<file path="src/rtl/cga_vgaport.sv">
// CGA IRGB to 18-bit 6:6:6 RGB converter with a programmable 16-entry palette.
// Palette writes use a valid/ready handshake and can be deferred to blanking.
module cga_vgaport #(
    parameter int unsigned SAFE_WRITE = 1,
    parameter int unsigned BROWN_FIX  = 1
) (
    input  logic        clk,
    input  logic        reset_n,
    input  logic [3:0]  video,
    input  logic        hsync_in,
    input  logic        vsync_in,
    input  logic        de_in,
    input  logic        pal_valid,
    output logic        pal_ready,
    input  logic [3:0]  pal_addr,
    input  logic [17:0] pal_wdata,
    input  logic        pal_default,
    output logic        pal_busy,
    output logic [17:0] rgb,
    output logic        hsync,
    output logic        vsync,
    output logic        de
);

    localparam bit SafeWrite = (SAFE_WRITE != 0);
    localparam bit BrownFix  = (BROWN_FIX != 0);

    typedef enum logic [1:0] {StIdle, StHold, StLoad} state_e;

    state_e      state_q;
    logic [3:0]  idx_q;
    logic [3:0]  hold_addr_q;
    logic [17:0] hold_data_q;
    logic [17:0] pal_q [16];

    logic [3:0]  video_d1;
    logic        hsync_d1;
    logic        vsync_d1;
    logic        de_d1;

    logic        accept;
    logic        defer;
    logic        wr_en;
    logic [3:0]  wr_addr;
    logic [17:0] wr_data;

    // Intensity lifts both levels: clear bit 00/15, set bit 2A/3F.
    function automatic logic [17:0] default_entry(input logic [3:0] i);
        logic [5:0] lo;
        logic [5:0] hi;
        logic [5:0] r;
        logic [5:0] g;
        logic [5:0] b;
        lo = i[3] ? 6'h15 : 6'h00;
        hi = i[3] ? 6'h3F : 6'h2A;
        r  = i[2] ? hi : lo;
        g  = i[1] ? hi : lo;
        b  = i[0] ? hi : lo;
        if (BrownFix && (i == 4'd6)) begin
            g = 6'h15;
        end
        return {r, g, b};
    endfunction

    assign pal_ready = (state_q == StIdle) && !pal_default;
    assign pal_busy  = (state_q != StIdle);
    assign accept    = pal_valid && pal_ready;
    assign defer     = SafeWrite && de_in;

    always_comb begin
        wr_en   = 1'b0;
        wr_addr = pal_addr;
        wr_data = pal_wdata;
        case (state_q)
            StIdle: begin
                if (accept && !defer) begin
                    wr_en = 1'b1;
                end
            end
            StHold: begin
                if (!de_in) begin
                    wr_en   = 1'b1;
                    wr_addr = hold_addr_q;
                    wr_data = hold_data_q;
                end
            end
            StLoad: begin
                wr_en   = 1'b1;
                wr_addr = idx_q;
                wr_data = default_entry(idx_q);
            end
            default: begin
                wr_en = 1'b0;
            end
        endcase
    end

    // pal_default wins over a concurrent write; it is only looked at in idle.
    always_ff @(posedge clk or negedge reset_n) begin
        if (!reset_n) begin
            state_q     <= StIdle;
            idx_q       <= 4'd0;
            hold_addr_q <= 4'd0;
            hold_data_q <= 18'd0;
        end else begin
            case (state_q)
                StIdle: begin
                    if (pal_default) begin
                        state_q <= StLoad;
                        idx_q   <= 4'd0;
                    end else if (accept && defer) begin
                        state_q     <= StHold;
                        hold_addr_q <= pal_addr;
                        hold_data_q <= pal_wdata;
                    end
                end
                StHold: begin
                    if (!de_in) begin
                        state_q <= StIdle;
                    end
                end
                StLoad: begin
                    idx_q <= idx_q + 4'd1;
                    if (idx_q == 4'hF) begin
                        state_q <= StIdle;
                    end
                end
                default: begin
                    state_q <= StIdle;
                end
            endcase
        end
    end

    always_ff @(posedge clk or negedge reset_n) begin
        if (!reset_n) begin
            for (int i = 0; i < 16; i++) begin
                pal_q[i] <= default_entry(4'(i));
            end
        end else if (wr_en) begin
            pal_q[wr_addr] <= wr_data;
        end
    end

    // Two-stage pixel path; the lookup sees palette writes from the previous edge.
    always_ff @(posedge clk or negedge reset_n) begin
        if (!reset_n) begin
            video_d1 <= 4'd0;
            hsync_d1 <= 1'b0;
            vsync_d1 <= 1'b0;
            de_d1    <= 1'b0;
            rgb      <= 18'd0;
            hsync    <= 1'b0;
            vsync    <= 1'b0;
            de       <= 1'b0;
        end else begin
            video_d1 <= video;
            hsync_d1 <= hsync_in;
            vsync_d1 <= vsync_in;
            de_d1    <= de_in;
            rgb      <= de_d1 ? pal_q[video_d1] : 18'd0;
            hsync    <= hsync_d1;
            vsync    <= vsync_d1;
            de       <= de_d1;
        end
    end

endmodule

</file>
<file path="config.mk">
export PLATFORM = sky130hd
export DESIGN_NAME = cga_vgaport
export DESIGN_NICKNAME = d
export VERILOG_FILES = /design/src/rtl/cga_vgaport.sv
export SDC_FILE = /design/constraint.sdc
export NUM_CORES = 1
export LEC_CHECK = 0
export BUFFER_PORTS_ARGS = -buffer_cell sky130_fd_sc_hd__buf_4
export CORE_ASPECT_RATIO = 0.7
export CORE_UTILIZATION = 37
export DETAILED_ROUTE_END_ITERATION = 10
export REMOVE_ABC_BUFFERS = 1
export SETUP_SLACK_MARGIN = 0.05
export SYNTH_ARGS = -nofsm -noshare
export SYNTH_HDL_FRONTEND = slang
export SYNTH_SLANG_ARGS = --single-unit
</file>
<file path="constraint.sdc">
create_clock -name clk -period 3.3 [get_ports clk]
set_input_delay 0.825 -clock clk [delete_from_list [all_inputs] [get_ports clk]]
set_output_delay 0.825 -clock clk [all_outputs]
set_load 0.05 [all_outputs]
</file>
; After elaboration in Yosys (flattened, before gate mapping)
; Cells that the tools add are included.
[totals]
reg_bits = 344
in_bits = 33
wordCells = 83
[classes]
addsub = 1
order_cmp = 3
n_eq_ne = 8
n_mux = 27
n_bitwise = 3
n_reduce_logical = 13
[op_table]
columns = operator, count
row1 = bitwise mux 288 bit, 1
row2 = two-way mux 18 bit, 5
row3 = binary-select mux 18 bit (select 4 bit), 1
row4 = demux 18 bit (select 4 bit), 1
row5 = case mux 18 bit (2 select lines), 1
row6 = two-way mux 6 bit, 4
row7 = case mux 4 bit (2 select lines), 2
row8 = greater-or-equal comparator 5 bit (second input constant), 2
row9 = two-way mux 5 bit, 2
row10 = inverter 4 -> 5 bit, 2
row11 = two-way mux 2 bit, 4
row12 = two-way mux 4 bit, 2
row13 = != test 2 bit (second input constant), 3
row14 = case mux 2 bit (3 select lines), 1
row15 = AND reduction 3 bit, 2
row16 = logical AND 1 bit, 5
row17 = less-than comparator 5 x 1 -> 1 bit (second input constant), 1
row18 = adder 4 x 1 -> 4 bit (second input constant), 1
row19 = equality test 4 x 3 -> 1 bit (second input constant), 1
row20 = equality test 4 bit (second input constant), 1
row21 = nonzero test 2 bit, 2
row22 = != test 3 x 2 -> 1 bit (second input constant), 1
row23 = case mux 1 bit (3 select lines), 1
row24 = equality test 2 x 1 -> 1 bit (second input constant), 1
row25 = 6 further kinds, 8

; Depth between registers and ports, before layout
[logic_depth]
ltp_word = 8
mapped_depth = 10
ltp_nobuf = 8

; Least setup slack after synthesis
; No wires, ideal clock.
[synth_timing]
kind = input -> register
start = input port de_in
end = register pal_q[103] in the netlist's numbering
setup_time_ps = 125
arrival_ps = 2584
required_ps = 3175
slack_ps = 592
path_stages = 7
n_path_buf = 2
cell_sequence = nand3b_1 -> a21o_1 -> a221oi_1 -> and2_1 -> buf_4 -> buf_4 -> mux2_2
[synth_between]
elab_chain_cells = 8
word_cells_on_any_way = 16
cone_classes = 2 x order compare / 10 x mux / 1 x bitwise / 3 x reduce/logical
[synth_lines]
columns = item, line_no
row1 = from (decl), 12  ; input logic de_in,
row2 = two-way mux 4 bit, 81  ; if (!de_in) begin
row3 = case mux 4 bit (2 select lines), 74  ; case (state_q)
row4 = inverter 4 -> 5 bit (implied by the code), 141  ; pal_q[wr_addr] <= wr_data;
row5 = greater-or-equal comparator 5 bit (implied by the code) or less-than comparator 5 x 1 -> 1 bit (tied branches), 141
row6 = logical AND 1 bit (implied by the code), 141
row7 = two-way mux 18 bit (implied by the code), 141
row8 = demux 18 bit (select 4 bit), 141
row9 = bitwise mux 288 bit, 141
row10 = "to (signal, indexed assignment)", 138  ; pal_q[i] <= default_entry(4'(i));
row11 = "to (signal, indexed assignment)", 141
row12 = to (decl), 34  ; logic [17:0] pal_q [16];
; Several ways; a longest one is shown, not always the timed one.
; A chain may end at the register's enable or synchronous reset.

; Final worst setup path
[layout_timing]
start = register state_q[0]
end = register pal_q[43] in the netlist's numbering
[layout_between]
elab_chain_cells = 8
word_cells_on_any_way = 17
cone_classes = 2 x order compare / 2 x eq/ne / 7 x mux / 1 x bitwise / 5 x reduce/logical
[layout_lines]
columns = item, line_no
row1 = from (decl), 30  ; state_e state_q;
row2 = from (signal assigned), 101  ; state_q <= StIdle;
row3 = from (signal assigned), 109  ; state_q <= StLoad;
row4 = from (signal assigned), 112  ; state_q <= StHold;
row5 = equality test 2 bit or equality test 2 x 1 -> 1 bit (tied branches), 74
row6 = case mux 4 bit (2 select lines), 74
row7 = inverter 4 -> 5 bit (implied by the code), 141
row8 = greater-or-equal comparator 5 bit (implied by the code) or less-than comparator 5 x 1 -> 1 bit (tied branches), 141
row9 = logical AND 1 bit (implied by the code), 141
row10 = two-way mux 18 bit (implied by the code), 141
row11 = demux 18 bit (select 4 bit), 141
row12 = bitwise mux 288 bit, 141
; Several ways; a longest one is shown, not always the timed one.

==> flow_summary.json <==
{
  "die_area_um2": 43650,
  "crit_type": "flip-flop to flip-flop",
  "grt_pass1_wl_um": 60910,
  "cts.sinks": 344,
  "antenna_cells": 0,
  "postCtsHoldBufs": 0,
  "yosysTopAreaCell": "dfrtp_1",
  "required_ps": 3710,
  "grt_max_degree": 97,
  "ys_ff_latch": 344,
  "synth_flop_cell": "dfrtp_1",
  "reg2reg_to": "pal_q[43]$_DFFE_PN0P_",
  "slew_viol_final": 0,
  "yosysSeqAreaShare": 0.5549,
  "rows": 63,
  "synthXorXnorAreaFrac": 0,
  "cellLeakagePower_uw": 0.008094,
  "synth_compound_area_frac": 0.02702,
  "ys_warn_count": 0,
  "clock_latency_ps": 530,
  "final_antenna_net_count": 0,
  "yosys.cell_count.top_type": "mux2_2",
  "clock_path_buffers": 3,
  "maxCapViolCount": 0,
  "critPathMaxFanout": 18,
  "overflow": 0,
  "drt_wl_total_um": 39020,
  "drc": 2,
  "drt_iter0_markers": 557,
  "portBuffers": 55,
  "die_y_um": 175.1,
  "cts_repair_resize_count": 0,
  "vias_per_cell": 5.369,
  "synth_cell_types": 43,
  "initial_core_util": 0.3749,
  "peakVddDrop_mv": 0.3140,
  "final_cells": 1648,
  "status": "complete, but fails checks",
  "muxShareOfSynthArea": 0.3579,
  "synth_edf_count": 0,
  "worstSetupStartpointType": "flip-flop",
  "hold_class": "input port to async pin",
  "avgSynthCellArea_um2": 16.11,
  "numCtsBuffers": 37,
  "area_growth_syn_to_layout_pct": 16.41,
  "setup_viol": 0,
  "multi_input_comb_area_um2": 6650,
  "fin_util": 0.4364,
  "track_usage": 0.1842,
  "die_x_um": 249.3,
  "core_um2": 42250,
  "reg2reg_from": "state_q[0]$_DFFE_PN0P_",
  "synth_area_um2": 15840,
  "antenna_found_initial": 0,
  "grt_pass1_vias": 9360,
  "drive_gt1_frac": 0.6697,
  "cts_tree": "done",
  "wl_per_cell_um": 23.68,
  "dp_hpwl_um": 24380,
  "synth_top_family_by_area": "multiplexers",
  "gp_congestion": 0.7795,
  "synthTopCellsByArea": "dfrtp_1, dfstp_2, mux2_2",
  "seq_area_um2": 8796,
  "cts_setup_buffers": 0,
  "clock-skew-final_ps": 13.20,
  "max_clock_freq_mhz": 329.8,
  "clk_pin_slew_worst_paths_ps": 60,
  "vias": 8848,
  "violations": "DRC",
  "rsz0062_at_grt": "no",
  "endpoint_kind": "flip-flop",
  "yosys-top-cells-count": "mux2_2, dfrtp_1, dfstp_2",
  "r2r_cells": 7,
  "yosys.area.top_type_share": 0.3160,
  "power.density_nw_per_um2": 918.4,
  "period_needed_ps": 3032,
  "tightest_slew_ps": 647.9,
  "dp_cells": 1580,
  "io_pins": 56,
  "synthCells": 983,
  "fin_nets": 1106,
  "period_share": 0.9187,
  "cp.arrival_ps": 3440,
  "synth-adder-area-share": 0.004740,
  "synthArstFlopShare": 1.000,
  "first_pass_iters": 7,
  "clock-root-buffer": "clkbuf_16",
  "rrSetupSlack_ps": 270,
  "cp-startpoint": "state_q[0]$_DFFE_PN0P_",
  "htreeDepth": 2,
  "fill_cells": 3757,
  "slew_headroom": 0.5644,
  "synth-simple-area-share": 0.03026,
  "final_hold_viol_count": 0
}
area by class of cell:
cell class	instances	share of cell area
clock buffers	55	0.06054
clock inverters	13	0.008212
inverters	11	0.002240
multi-input cells	557	0.3607
flip-flops and latches	344	0.4771
well taps	552	0.03746
repair buffers	116	0.05375
power breakdown:
group	total (uW)	internal (uW)	switching [uW]
clock network	4340	2590	1750
logic	5410	2880	2530
registers	7180	6340	847
total	16900	11800	5120
metrics by stage:
step	setup TNS, ps	power (uW)	hold WS (ps)	area (um2)	setup WS [ps]
CTS	0	17100	188.1	18440	263.8
global placement	0	12490	332.8	17170	312.2
detailed placement	0	12670	342.7	17170	280.6
floorplan	-16690	10810	331.2	15480	-927.2
global route	0	17850	192.3	18440	52.43
finish	0	16930	186.7	18440	268.2
state kept, by name, indices dropped and copies added (netlist names):
register     count
hsync            1
rgb             18
de_d1            1
vsync_d1         1
vsync            1
state_q          2
idx_q            4
hold_addr_q      4
pal_q          288
hsync_d1         1
video_d1         4
hold_data_q     18
de               1
layout by cell type, fill, tap and decap left out, drive strengths merged, types with 2 or more instances in the layout:
cell type	Yosys	routed
a21boi	3	3
a21oi	18	18
a221oi	4	4
a22oi	4	4
a31oi	3	3
and2	23	23
and3	7	7
buf	34	116
bufinv	0	3
clkbuf	37	55
clkinv	0	6
clkinvlp	0	3
dfrtp	200	200
dfstp	144	144
ha	6	6
inv	11	12
mux2	310	310
mux4	90	90
nand2	38	38
nand3	4	4
nand3b	2	2
nor2	2	2
nor3	2	2
o21ai	27	27
cell families (layout without fill, tap and decap cells):
family,count (synthesis),count (layout)
mux,400,400
flops,344,344
fa+ha+maj,6,6
buf+inv,82,195
simple gates,82,82
compound gates,69,69
routing by layer:
metal,share of wire,GRT usage,wire (um)
met3,0.034,0.02994,1317
met2,0.45,0.2806,17600
met4,0.011,0.03009,426
met1,0.50,0.2795,19670
met5,0,0,0
critical path, cell delays in order (launching register included):
cell and delay [ps]:
dfrtp_1 400, inv_1 90, ha_1 420, a21bo_1 360, a221o_1 440, nor3_4 430, nand2_4 370, mux2_4 390
worst max-delay path by stage:
stage                                         to  slack (ps)  depth (start not counted)
final                      pal_q[43]$_DFFE_PN0P_         270                          7
after floorplan                 rgb[0]$_DFF_PN0_        -930                          3
after global placement    pal_q[103]$_DFFE_PN0P_         310                          7
after CTS                 pal_q[107]$_DFFE_PN0P_         260                          8
after global routing      pal_q[107]$_DFFE_PN0P_          50                          8
after detailed placement  pal_q[103]$_DFFE_PN0P_         280                          7
No activity file was read; power rests on OpenSTA's default activity.
